==> src/rtl/regfile_write_queue_if.sv <==
// regfile_write_queue_if: producer handshakes and register-file write port of the write queue
interface regfile_write_queue_if #(parameter int DEPTH = 4);
  logic a_valid;
  logic [4:0] a_reg;
  logic [31:0] a_data;
  logic a_ready;
  logic b_valid;
  logic [4:0] b_reg;
  logic [31:0] b_data;
  logic b_ready;
  logic write_enable;
  logic [4:0] write_reg_rd;
  logic [31:0] write_data;
  logic [31:0] pending_mask;
  logic [$clog2(DEPTH):0] count;
  modport master (
    output a_valid, a_reg, a_data, b_valid, b_reg, b_data,
    input a_ready, b_ready, write_enable, write_reg_rd, write_data, pending_mask, count
  );
  modport slave (
    input a_valid, a_reg, a_data, b_valid, b_reg, b_data,
    output a_ready, b_ready, write_enable, write_reg_rd, write_data, pending_mask, count
  );
endinterface

==> src/rtl/regfile_write_queue.sv <==
// regfile_write_queue: in-order dual-producer FIFO feeding the register file write port
module regfile_write_queue #(parameter int DEPTH = 4) (
  input logic clk,
  input logic reset,
  input logic clk_enable,
  regfile_write_queue_if.slave bus
);
  localparam int AW = $clog2(DEPTH);
  localparam int CW = AW + 1;
  logic [4:0] regs [DEPTH];
  logic [31:0] mem [DEPTH];
  logic [AW-1:0] head, tail, tail_b;
  logic [CW-1:0] cnt, free;
  logic en, pop, enq_a, enq_b;
  logic [31:0] mask;
  assign en = clk_enable & reset;
  assign pop = en & (cnt != '0);
  assign free = CW'(DEPTH) - cnt + CW'(pop);
  assign bus.a_ready = en & (free >= CW'(1));
  assign bus.b_ready = en & (free >= CW'(2));
  // $0 handshakes complete but never occupy a slot
  assign enq_a = bus.a_valid & bus.a_ready & (bus.a_reg != 5'd0);
  assign enq_b = bus.b_valid & bus.b_ready & (bus.b_reg != 5'd0);
  assign tail_b = tail + AW'(enq_a);
  assign bus.write_enable = pop;
  assign bus.write_reg_rd = pop ? regs[head] : '0;
  assign bus.write_data = pop ? mem[head] : '0;
  assign bus.pending_mask = reset ? mask : '0;
  assign bus.count = reset ? cnt : '0;
  // an entry is occupied when its distance from head is below the count
  always_comb begin
    mask = '0;
    for (int i = 0; i < DEPTH; i++)
      if (CW'(AW'(AW'(i) - head)) < cnt) mask = mask | (32'd1 << regs[AW'(i)]);
  end
  always_ff @(posedge clk) begin
    if (!reset) begin
      head <= '0;
      tail <= '0;
      cnt <= '0;
    end else begin
      if (enq_a) begin
        regs[tail] <= bus.a_reg;
        mem[tail] <= bus.a_data;
      end
      if (enq_b) begin
        regs[tail_b] <= bus.b_reg;
        mem[tail_b] <= bus.b_data;
      end
      tail <= tail_b + AW'(enq_b);
      head <= head + AW'(pop);
      cnt <= cnt + CW'(enq_a) + CW'(enq_b) - CW'(pop);
    end
  end
endmodule

==> src/flat_wrapper.sv <==
// flat-port wrapper written by rule: the top's interface ports become plain ports
module regfile_write_queue_flat 
#(parameter int DEPTH = 4)
  (clk, reset, clk_enable, bus_a_valid, bus_a_reg, bus_a_data, bus_b_valid, bus_b_reg, bus_b_data, bus_a_ready, bus_b_ready, bus_write_enable, bus_write_reg_rd, bus_write_data, bus_pending_mask, bus_count);
  regfile_write_queue_if #(.DEPTH(DEPTH)) bus_i ();
  input logic clk;
  input logic reset;
  input logic clk_enable;
  input wire logic [$bits(bus_i.a_valid)-1:0] bus_a_valid;
  input wire logic [$bits(bus_i.a_reg)-1:0] bus_a_reg;
  input wire logic [$bits(bus_i.a_data)-1:0] bus_a_data;
  input wire logic [$bits(bus_i.b_valid)-1:0] bus_b_valid;
  input wire logic [$bits(bus_i.b_reg)-1:0] bus_b_reg;
  input wire logic [$bits(bus_i.b_data)-1:0] bus_b_data;
  output wire logic [$bits(bus_i.a_ready)-1:0] bus_a_ready;
  output wire logic [$bits(bus_i.b_ready)-1:0] bus_b_ready;
  output wire logic [$bits(bus_i.write_enable)-1:0] bus_write_enable;
  output wire logic [$bits(bus_i.write_reg_rd)-1:0] bus_write_reg_rd;
  output wire logic [$bits(bus_i.write_data)-1:0] bus_write_data;
  output wire logic [$bits(bus_i.pending_mask)-1:0] bus_pending_mask;
  output wire logic [$bits(bus_i.count)-1:0] bus_count;
  assign bus_i.a_valid = bus_a_valid;
  assign bus_i.a_reg = bus_a_reg;
  assign bus_i.a_data = bus_a_data;
  assign bus_i.b_valid = bus_b_valid;
  assign bus_i.b_reg = bus_b_reg;
  assign bus_i.b_data = bus_b_data;
  assign bus_a_ready = bus_i.a_ready;
  assign bus_b_ready = bus_i.b_ready;
  assign bus_write_enable = bus_i.write_enable;
  assign bus_write_reg_rd = bus_i.write_reg_rd;
  assign bus_write_data = bus_i.write_data;
  assign bus_pending_mask = bus_i.pending_mask;
  assign bus_count = bus_i.count;
  regfile_write_queue #(.DEPTH(DEPTH)) u_core (.clk(clk), .reset(reset), .clk_enable(clk_enable), .bus(bus_i));
endmodule
==> config.mk <==
export PLATFORM = sky130hd
export DESIGN_NAME = regfile_write_queue_flat
export DESIGN_NICKNAME = d
export VERILOG_FILES = /design/src/rtl/regfile_write_queue_if.sv /design/src/rtl/regfile_write_queue.sv /design/src/flat_wrapper.sv
export SDC_FILE = /design/constraint.sdc
export NUM_CORES = 1
export LEC_CHECK = 0
export CAP_MARGIN = 0
export CORE_ASPECT_RATIO = 2
export CORE_MARGIN = 2
export CORE_UTILIZATION = 40
export DETAILED_ROUTE_END_ITERATION = 7
export GPL_ROUTABILITY_DRIVEN = 0
export GPL_TIMING_DRIVEN = 1
export PLACE_DENSITY = 0.62
export SKIP_CTS_REPAIR_TIMING = 1
export SYNTH_ARGS = -nofsm -noshare
export SYNTH_HDL_FRONTEND = slang
export SYNTH_SLANG_ARGS = --single-unit
==> constraint.sdc <==
create_clock -name clk -period 4.5 [get_ports clk]
set_input_delay 0.9 -clock clk [delete_from_list [all_inputs] [get_ports clk]]
set_output_delay 0.9 -clock clk [all_outputs]
set_load 0.05 [all_outputs]
* Word-level counts from Yosys, hierarchy flattened *
Memory sizes are Yosys's and may differ from the RTL's. A register that Yosys moved wholly into a read port is not among the register bits.
Index checks and enable logic that the tools add are counted.

word-level totals
  word-level logic and storage cells = 57
  output and inout port bits = 75
  memories kept = 2
  input bits = 79
  flip-flop bits (word level) = 7
  bits in writable memories = 148

cells by class
  bitwise logic cells = 11
  $lt $le $gt $ge = 6
  reductions and logical operators = 3
  shifts and indexed selects = 4
  mux-type cells = 16
  $add $sub $neg = 12

memory list
  memory       depth  width  read ports  clocked after memory_dff  wr ports  line                       source
  u_core.mem   4      32     1           1                         2         regfile_write_queue.sv:11  logic [31:0] mem [DEPTH];
  u_core.regs  4      5      5           1                         2         regfile_write_queue.sv:10  logic [4:0] regs [DEPTH];

operator list
  operator                                             count
  2-to-1 mux 32 bit                                    6
  left shift 1 x 5 -> 32 bit, first input constant     4
  OR 32 bit                                            3
  less-than comparator 2 x 3 -> 1 bit                  4
  nonzero test 5 bit                                   2
  adder 3 x 1 -> 3 bit                                 3
  AND 1 bit                                            8
  adder 2 x 1 -> 2 bit                                 3
  2-to-1 mux 1 bit                                     6
  2-to-1 mux 5 bit                                     1
  2-to-1 mux 2 bit                                     2
  subtractor 1 x 2 -> 2 bit, first input constant      2
  subtractor 2 bit, first input constant               2
  >= comparator 3 x 1 -> 1 bit, second input constant  1
  >= comparator 3 x 2 -> 1 bit, second input constant  1
  2-to-1 mux 3 bit                                     1
  nonzero test 3 bit                                   1
  subtractor 3 x 1 -> 3 bit                            1
  subtractor 3 bit, first input constant               1

* Depth between registers and ports, before layout *
Gate-level depths: netlist (run 1).

  depth in word-level cells = 10
  mapped depth = 18
  mapped depth without buffers = 15

* Worst setup path after synthesis (run 1) *
No wires, ideal clock.

  kind = input-to-reg
  from = input port reset
  to = memory u_core.mem[3][0] (enable)
  cell stages on the path = 17
  path buffers = 5
  required time = 4120 ps
  slack = -1099 ps
  arrival = 5219 ps
  setup time = 380 ps
  path through = buf_2 o311ai_0 clkbuf_1 buf_2 ha_1 inv_1 ha_1 inv_1 a31oi_1 nand3_1 inv_1 ha_1 xor2_1 nor4b_2 buf_6 buf_6 a31o_2

RTL lines
  element             line                       source
  start: declaration  flat_wrapper.sv:7          input logic reset;
  end: declaration    regfile_write_queue.sv:11

* Final worst setup path (run 1) *
  from = register u_core.head[1]
  to = output port bus_pending_mask[15]

between the ends
  cells in the longest elaborated chain, start to end = 10
  elaborated cells on any way between the ends = 16
  those cells by class = 4 x add/sub; 4 x order compare; 5 x mux; 3 x bitwise

RTL lines
  element                              line                       source
  start: declaration                   regfile_write_queue.sv:12  logic [AW-1:0] head, tail, tail_b;
  start signal: assignment             regfile_write_queue.sv:51  head <= head + AW'(pop);
  subtractor 1 x 2 -> 2 bit            regfile_write_queue.sv:34  if (CW'(AW'(AW'(i) - head)) < cnt) mask = mask | (32'd1 << regs[AW'(i)]);
  less-than comparator 2 x 3 -> 1 bit  regfile_write_queue.sv:34
  2-to-1 mux 32 bit                    regfile_write_queue.sv:34
  OR 32 bit                            regfile_write_queue.sv:34
  2-to-1 mux 32 bit                    regfile_write_queue.sv:34
  OR 32 bit                            regfile_write_queue.sv:34
  2-to-1 mux 32 bit                    regfile_write_queue.sv:34
  OR 32 bit                            regfile_write_queue.sv:34
  2-to-1 mux 32 bit (*)                regfile_write_queue.sv:34
  2-to-1 mux 32 bit (*)                regfile_write_queue.sv:28  assign bus.pending_mask = reset ? mask : '0;
  end: declaration                     flat_wrapper.sv:20         output wire logic [$bits(bus_i.pending_mask)-1:0] bus_pending_mask;

Every way passes the cells marked *; elsewhere a longest branch is shown, timed or not.

==> results of run 1 <==
-- cell type report --
type                    count  area, sq um
flip-flops and latches    155         4590
multi-input cells         475         4800
well taps                 287          359
clock buffers              17          425
clock inverters            14          146
diodes                      1         2.50
inverters                  17         66.3
fillers                  1977        11000
repair buffers            185         2290
-- path summary, 6_finish.rpt --
kind	from	end	slack, ns
worst max-delay path	u_core.head[1]	bus_pending_mask[15]	0.37
worst min-delay path	u_core.cnt[0]	u_core.cnt[0]	0.73
worst max register to register	u_core.cnt[0]	u_core.mem[2][6]	0.91
worst min register to register	u_core.cnt[0]	u_core.cnt[0]	0.73
-- tightest hold or removal path, stage by stage, from the launching register on --
cell and delay, ns:
dfxtp_1 0.39, inv_1 0.10, fa_1 0.16, nor2b_1 0.04
-- through the flow --
| stage | hold WS [ns] | util | std cells | power (mW) |
|---|---|---|---|---|
| after detailed placement | 0.717 | 0.510 | 1117 | 3.81 |
| after global routing | 0.777 | 0.535 | 1151 | 5.38 |
| after floorplan | 0.614 | - | 689 | 3.08 |
| after CTS | 0.738 | 0.534 | 1148 | 5.20 |
| after global placement | 0.713 | 0.510 | 1117 | 3.76 |
| final | 0.733 | 0.535 | 1151 | 5.18 |
-- power by group --
| group | switching, mW | total (mW) | internal (mW) | leakage (nW) |
|---|---|---|---|---|
| logic | 1.05 | 1.94 | 0.889 | 2.53 |
| clock network | 0.579 | 1.39 | 0.814 | 0.269 |
| registers | 0.102 | 1.85 | 1.75 | 1.40 |
-- synth_stat cells (3+ instances only) --
cell type,count,share of area
nor2b_1,55,0.036
nand2b_1,8,0.0052
mux4_2,37,0.087
ha_1,10,0.013
a31o_2,4,0.0037
nand4_1,4,0.0026
buf_6,12,0.014
mux2_4,76,0.12
xnor2_1,4,0.0037
nand2_1,39,0.015
o22ai_1,64,0.042
buf_2,12,0.0063
clkbuf_1,16,0.0063
o211ai_1,6,0.0047
nor2_1,9,0.0035
xor2_1,3,0.0027
nand3_1,26,0.014
edfxtp_1,148,0.46
dfxtp_1,7,0.015
inv_1,17,0.0067
and2_1,10,0.0065
mux2_2,72,0.085
o21a_1,32,0.025
-- layer usage --
| layer | global-route usage | vias to the layer above | wire [um] |
|---|---|---|---|
| met5 | 0 | - | 0 |
| li1 | - | 3025 | - |
| met4 | 0.114 | 0 | 1400 |
| met3 | 0.0295 | 103 | 1090 |
| met2 | 0.418 | 312 | 15400 |
| met1 | 0.213 | 3332 | 9030 |
-- placed cells by master (no fill, tap or decap), types with 4 or more instances in the layout --
master and instances:
nor2b_1 55, clkbuf_16 17, o22ai_1 64, a31o_4 4
nand3_1 24, o211ai_1 6, dfxtp_1 5, o21a_1 32
mux2_2 72, nand2b_1 7, clkdlybuf4s50_1 107, ha_1 9
nand2_1 39, xnor2_1 4, and2_1 10, nand4_1 4
mux2_4 76, buf_12 51, edfxtp_1 148, buf_4 27
inv_1 16, mux4_2 37, nor2_1 9
-- logic make-up after synthesis --
kind of cell,Yosys count
compound gates,110
mux,185
fa+ha+maj,12
simple gates,161
xor+xnor,7
flops,155
buf+inv,59
-- sequential cells by signal, indices dropped and copies added, names as in the netlist --
signal and count:
u_core.tail 2, u_core.cnt 3, u_core.regs 20, u_core.mem 128
u_core.head 2
==> impl_metrics.csv, run 1 <==
group,metric,value,unit
drt,initialDrtViolationCount,718,
floorplan,initial_core_util,0.403,
critical_path,path_cells,"xnor2_1, inv_1, ha_1, nand2b_1, o211ai_1, buf_4, o22ai_1, o21a_1, clkdlybuf4s50_1",
clocking,cts_buffers,17,
critical_path,crit_fanout,17,
floorplan,die-area,25300,sq um
drt,num_vias,6772,
drt,vias_per_cell,5.88,
synthesis,syn_area,9570,sq um
clocking,clkTransAtPathRegs,0.06,ns
sta,setup_viol,0,
floorplan,die_h,223,um
synthesis,syn_area_per_cell,13.9,sq um
clocking,cts_tree,"done",
sta,hold_viol_final,0,
final_layout,num-nets-final,942,
critical_path,crit_required,3.60,ns
synthesis,synth_cell_type_count,37,
drt,wl_per_cell,23.4,um
final_layout,area_growth,32.5,%
sta,final.setup.tns,0,ns
drt,dr.pass1.iters,7,
synthesis,synth_top_family_by_area,"multiplexers",
floorplan,die_w,113,um
pwr,peakVddDrop,0.318,mV
synthesis,synth_compound_area_frac,0.0786,
sta,max_freq,242,MHz
grt,grt_pass1_vias,7254,
synthesis,yosys.area_share.simple,0.0935,
critical_path,slowest_delay,0.81,ns
synthesis,ys.flop_type,"edfxtp_1",
synthesis,synth-edff-count,148,
sta,finalCritPeriodShare,0.917,
critical_path,cp.arrival,3.23,ns
critical_path,cp-start-kind,"flop",
flow_run,maxCapViolations,0,
sta,period_minus_slack,4.13,ns
clocking,cts_sinks,155,
grt,grt_max_degree,44,
floorplan,boundaryPins,154,
critical_path,critPathBufInv,3,
critical_path,crit_path_end_kind,"output pin",
critical_path,r2r_cells,13,
synthesis,async_reset_ff_frac,0,
critical_path,crit_cells,9,
grt,grt_pass1_wl,40600,um
pwr,power_density,409,nW/um^2
clocking,clockBufferDepth,2,
place,dpl-instance-area,12100,sq um
grt,grt_util_all_layers,0.215,
clocking,clkLatencyLatePin,0.43,ns
final_layout,layout-drive-gt1-share,0.362,
synthesis,synth_warnings,0,
min_path,hold_class,"reg -> reg",
run_status,status,"finished clean",
critical_path,cp_slowest_cell,"clkdlybuf4s50_1",
min_path,holdPathStages,3,
pwr,p_leak,4.20,nW
place,dp_slack,0.145,ns
synthesis,yosysSeqAreaShare,0.479,
sta,drv_slew,0,
synthesis,synthMuxAreaShare,0.291,
sta,rsz0062_at_grt,"false",
clocking,htree_levels,4,
sta,fin_ws,0.374,ns
place,dpl.hpwl,19600,um
synthesis,synth_adder_area_share,0.0173,
drt,route.detailed.drc,0,
synthesis,synthXorXnorAreaFrac,0.00641,
synthesis,synth_nets,780,
grt,overflow,0,
final_layout,design_area,12700,sq um
sta,worstMarginPinSlew,0.570,ns
critical_path,crit_family,"buffers and inverters",
floorplan,rows,80,
critical_path,critPathKind,"reg -> out",
sta,skew,0.0113,ns
synthesis,syn_inst,689,
clocking,clockRootBuffer,"clkbuf_16",
place,port_buffers,153,
synthesis,ys_seq_elements,155,
drt,drt-total-wl,26900,um
grt,antenna_found_initial,1,
drt,ant_nets,0,
floorplan,core,23700,sq um
sta,relSlewSlack,0.620,
Note: power is estimated with default switching activity, not from simulation.
==> inputs of run 2 (changes only) <==
- SETUP_SLACK_MARGIN: default -> 0.4
- SLEW_MARGIN: default -> 10
==> run 2 against run 1 <==
Compared with the run above: non-clock buffer count decreased by 5; sequential cell count stayed put; register-to-register slack worse by 0.02 ns; clock-buffer cell count is 3 higher; critical endpoint is now bus_pending_mask[7].
==> impl_metrics.csv, run 2 (synthesis gave the netlist of run 1 again) <==
group,metric,value,unit
final_layout,layout-drive-gt1-share,0.359,
grt,antenna_found_initial,0,
sta,worstMarginPinSlew,0.704,ns
floorplan,core,23700,sq um
grt,overflow,0,
flow_run,maxCapViolations,0,
clocking,cts_buffers,17,
drt,initialDrtViolationCount,602,
sta,relSlewSlack,0.531,
grt,grt_util_all_layers,0.215,
floorplan,die_w,113,um
drt,wl_per_cell,23.5,um
sta,fin_ws,0.463,ns
clocking,cts_sinks,155,
critical_path,crit_fanout,19,
critical_path,cp.arrival,3.14,ns
place,dpl.hpwl,18900,um
floorplan,die_h,223,um
clocking,clockBufferDepth,2,
pwr,peakVddDrop,0.366,mV
clocking,htree_levels,4,
run_status,status,"finished clean",
grt,grt_pass1_vias,7292,
final_layout,area_growth,34.3,%
place,dpl.cell_count,1113,
sta,setup_viol,0,
final_layout,num-nets-final,937,
final_layout,nFillCells,1955,
floorplan,rows,80,
min_path,hold_class,"reg -> reg",
floorplan,initial_core_util,0.403,
drt,vias_per_cell,5.95,
sta,skew,0.00585,ns
critical_path,crit_required,3.60,ns
drt,ant_nets,0,
clocking,cts_tree,"done",
place,port_buffers,153,
final_layout,diodes,0,
sta,finalCritPeriodShare,0.897,
clocking,clkTransAtPathRegs,0.06,ns
grt,grt_max_degree,44,
sta,rsz0062_at_grt,"true",
critical_path,crit_path_end_kind,"output pin",
floorplan,die-area,25300,sq um
grt,grt_pass1_wl,41300,um
drt,drt-total-wl,26900,um
floorplan,boundaryPins,154,
clocking,clockRootBuffer,"clkbuf_16",
critical_path,critPathKind,"reg -> out",
drt,num_vias,6818,
final_layout,final_cell_mix,"edfxtp_1 (148), clkdlybuf4s50_1 (79), mux2_4 (76)",
place,dp_slack,0.141,ns
final_layout,fin_cells,1145,
final_layout,post-route-util,0.542,
final_layout,top_regs,"u_core.mem (128), u_core.regs (20), u_core.cnt (3)",
sta,drv_slew,0,
final_layout,largest_reg_flops,128,
clocking,clkLatencyLatePin,0.43,ns
final_layout,final_common_cell,"edfxtp_1",
sta,max_freq,248,MHz
sta,final.setup.tns,0,ns
sta,hold_viol_final,0,
drt,dr.pass1.iters,6,
sta,period_minus_slack,4.04,ns
final_layout,largest_register,"u_core.mem",
drt,route.detailed.drc,0,
sta,whs,0.810,ns
pwr,p_leak,4.78,nW
critical_path,cp-start-kind,"flop",
pwr,power_density,416,nW/um^2
## run 2: final cells by class
class / count / area, sq um / share of cell area
Inverter: 17 / 66.3 / 0.00516
Multi-Input combinational cell: 475 / 4850 / 0.378
Clock buffer: 20 / 437 / 0.0340
Clock inverter: 11 / 170 / 0.0132
Tap cell: 287 / 359 / 0.0279
Timing Repair Buffer: 180 / 2380 / 0.185
Sequential cell: 155 / 4590 / 0.357
## run 2: per-layer routing
layer,wire length (um),GRT usage
met5,0,0
met3,1270,0.0311
met1,9020,0.214
met2,15800,0.435
met4,812,0.0795
## run 2: path summary, 6_finish.rpt
check                                    start                  end  slack, ns  cells after the start
worst max-delay path            u_core.head[1]  bus_pending_mask[7]       0.46                     10
worst min-delay path             u_core.cnt[0]        u_core.cnt[0]       0.81                      3
worst max register to register   u_core.cnt[2]    u_core.mem[3][27]       0.89                     14
worst min register to register   u_core.cnt[0]        u_core.cnt[0]       0.81                      3
## run 2: worst max-delay path, stage by stage, from the launching register on
cell,delay [ns]
dfxtp_2,0.34
buf_4,0.31
xnor2_1,0.18
inv_1,0.06
ha_1,0.27
nand2b_1,0.09
o211ai_1,0.09
buf_4,0.21
o22ai_1,0.18
o21a_1,0.16
clkdlybuf4s50_1,0.80
## run 2: report_power, final
part	internal [mW]	leakage, nW	total (mW)	switching (mW)
clock	0.924	0.288	1.48	0.555
sequential	1.75	1.40	1.84	0.0946
combinational	0.943	3.10	2.02	1.08
total	3.62	4.78	5.35	1.73
## run 2: through the flow
step / power (mW) / cell area, sq um
floorplan: 3.13 / 9780
finish: 5.35 / 12900
CTS: 5.36 / 12800
global route: 5.55 / 12900
global placement: 3.83 / 12100
detailed placement: 3.87 / 12100
==> inputs of run 3 (changes only) <==
- SKIP_LAST_GASP: default -> 1
==> results of run 3 <==
Final layout, timing and power as in run 2 (identical DEF).
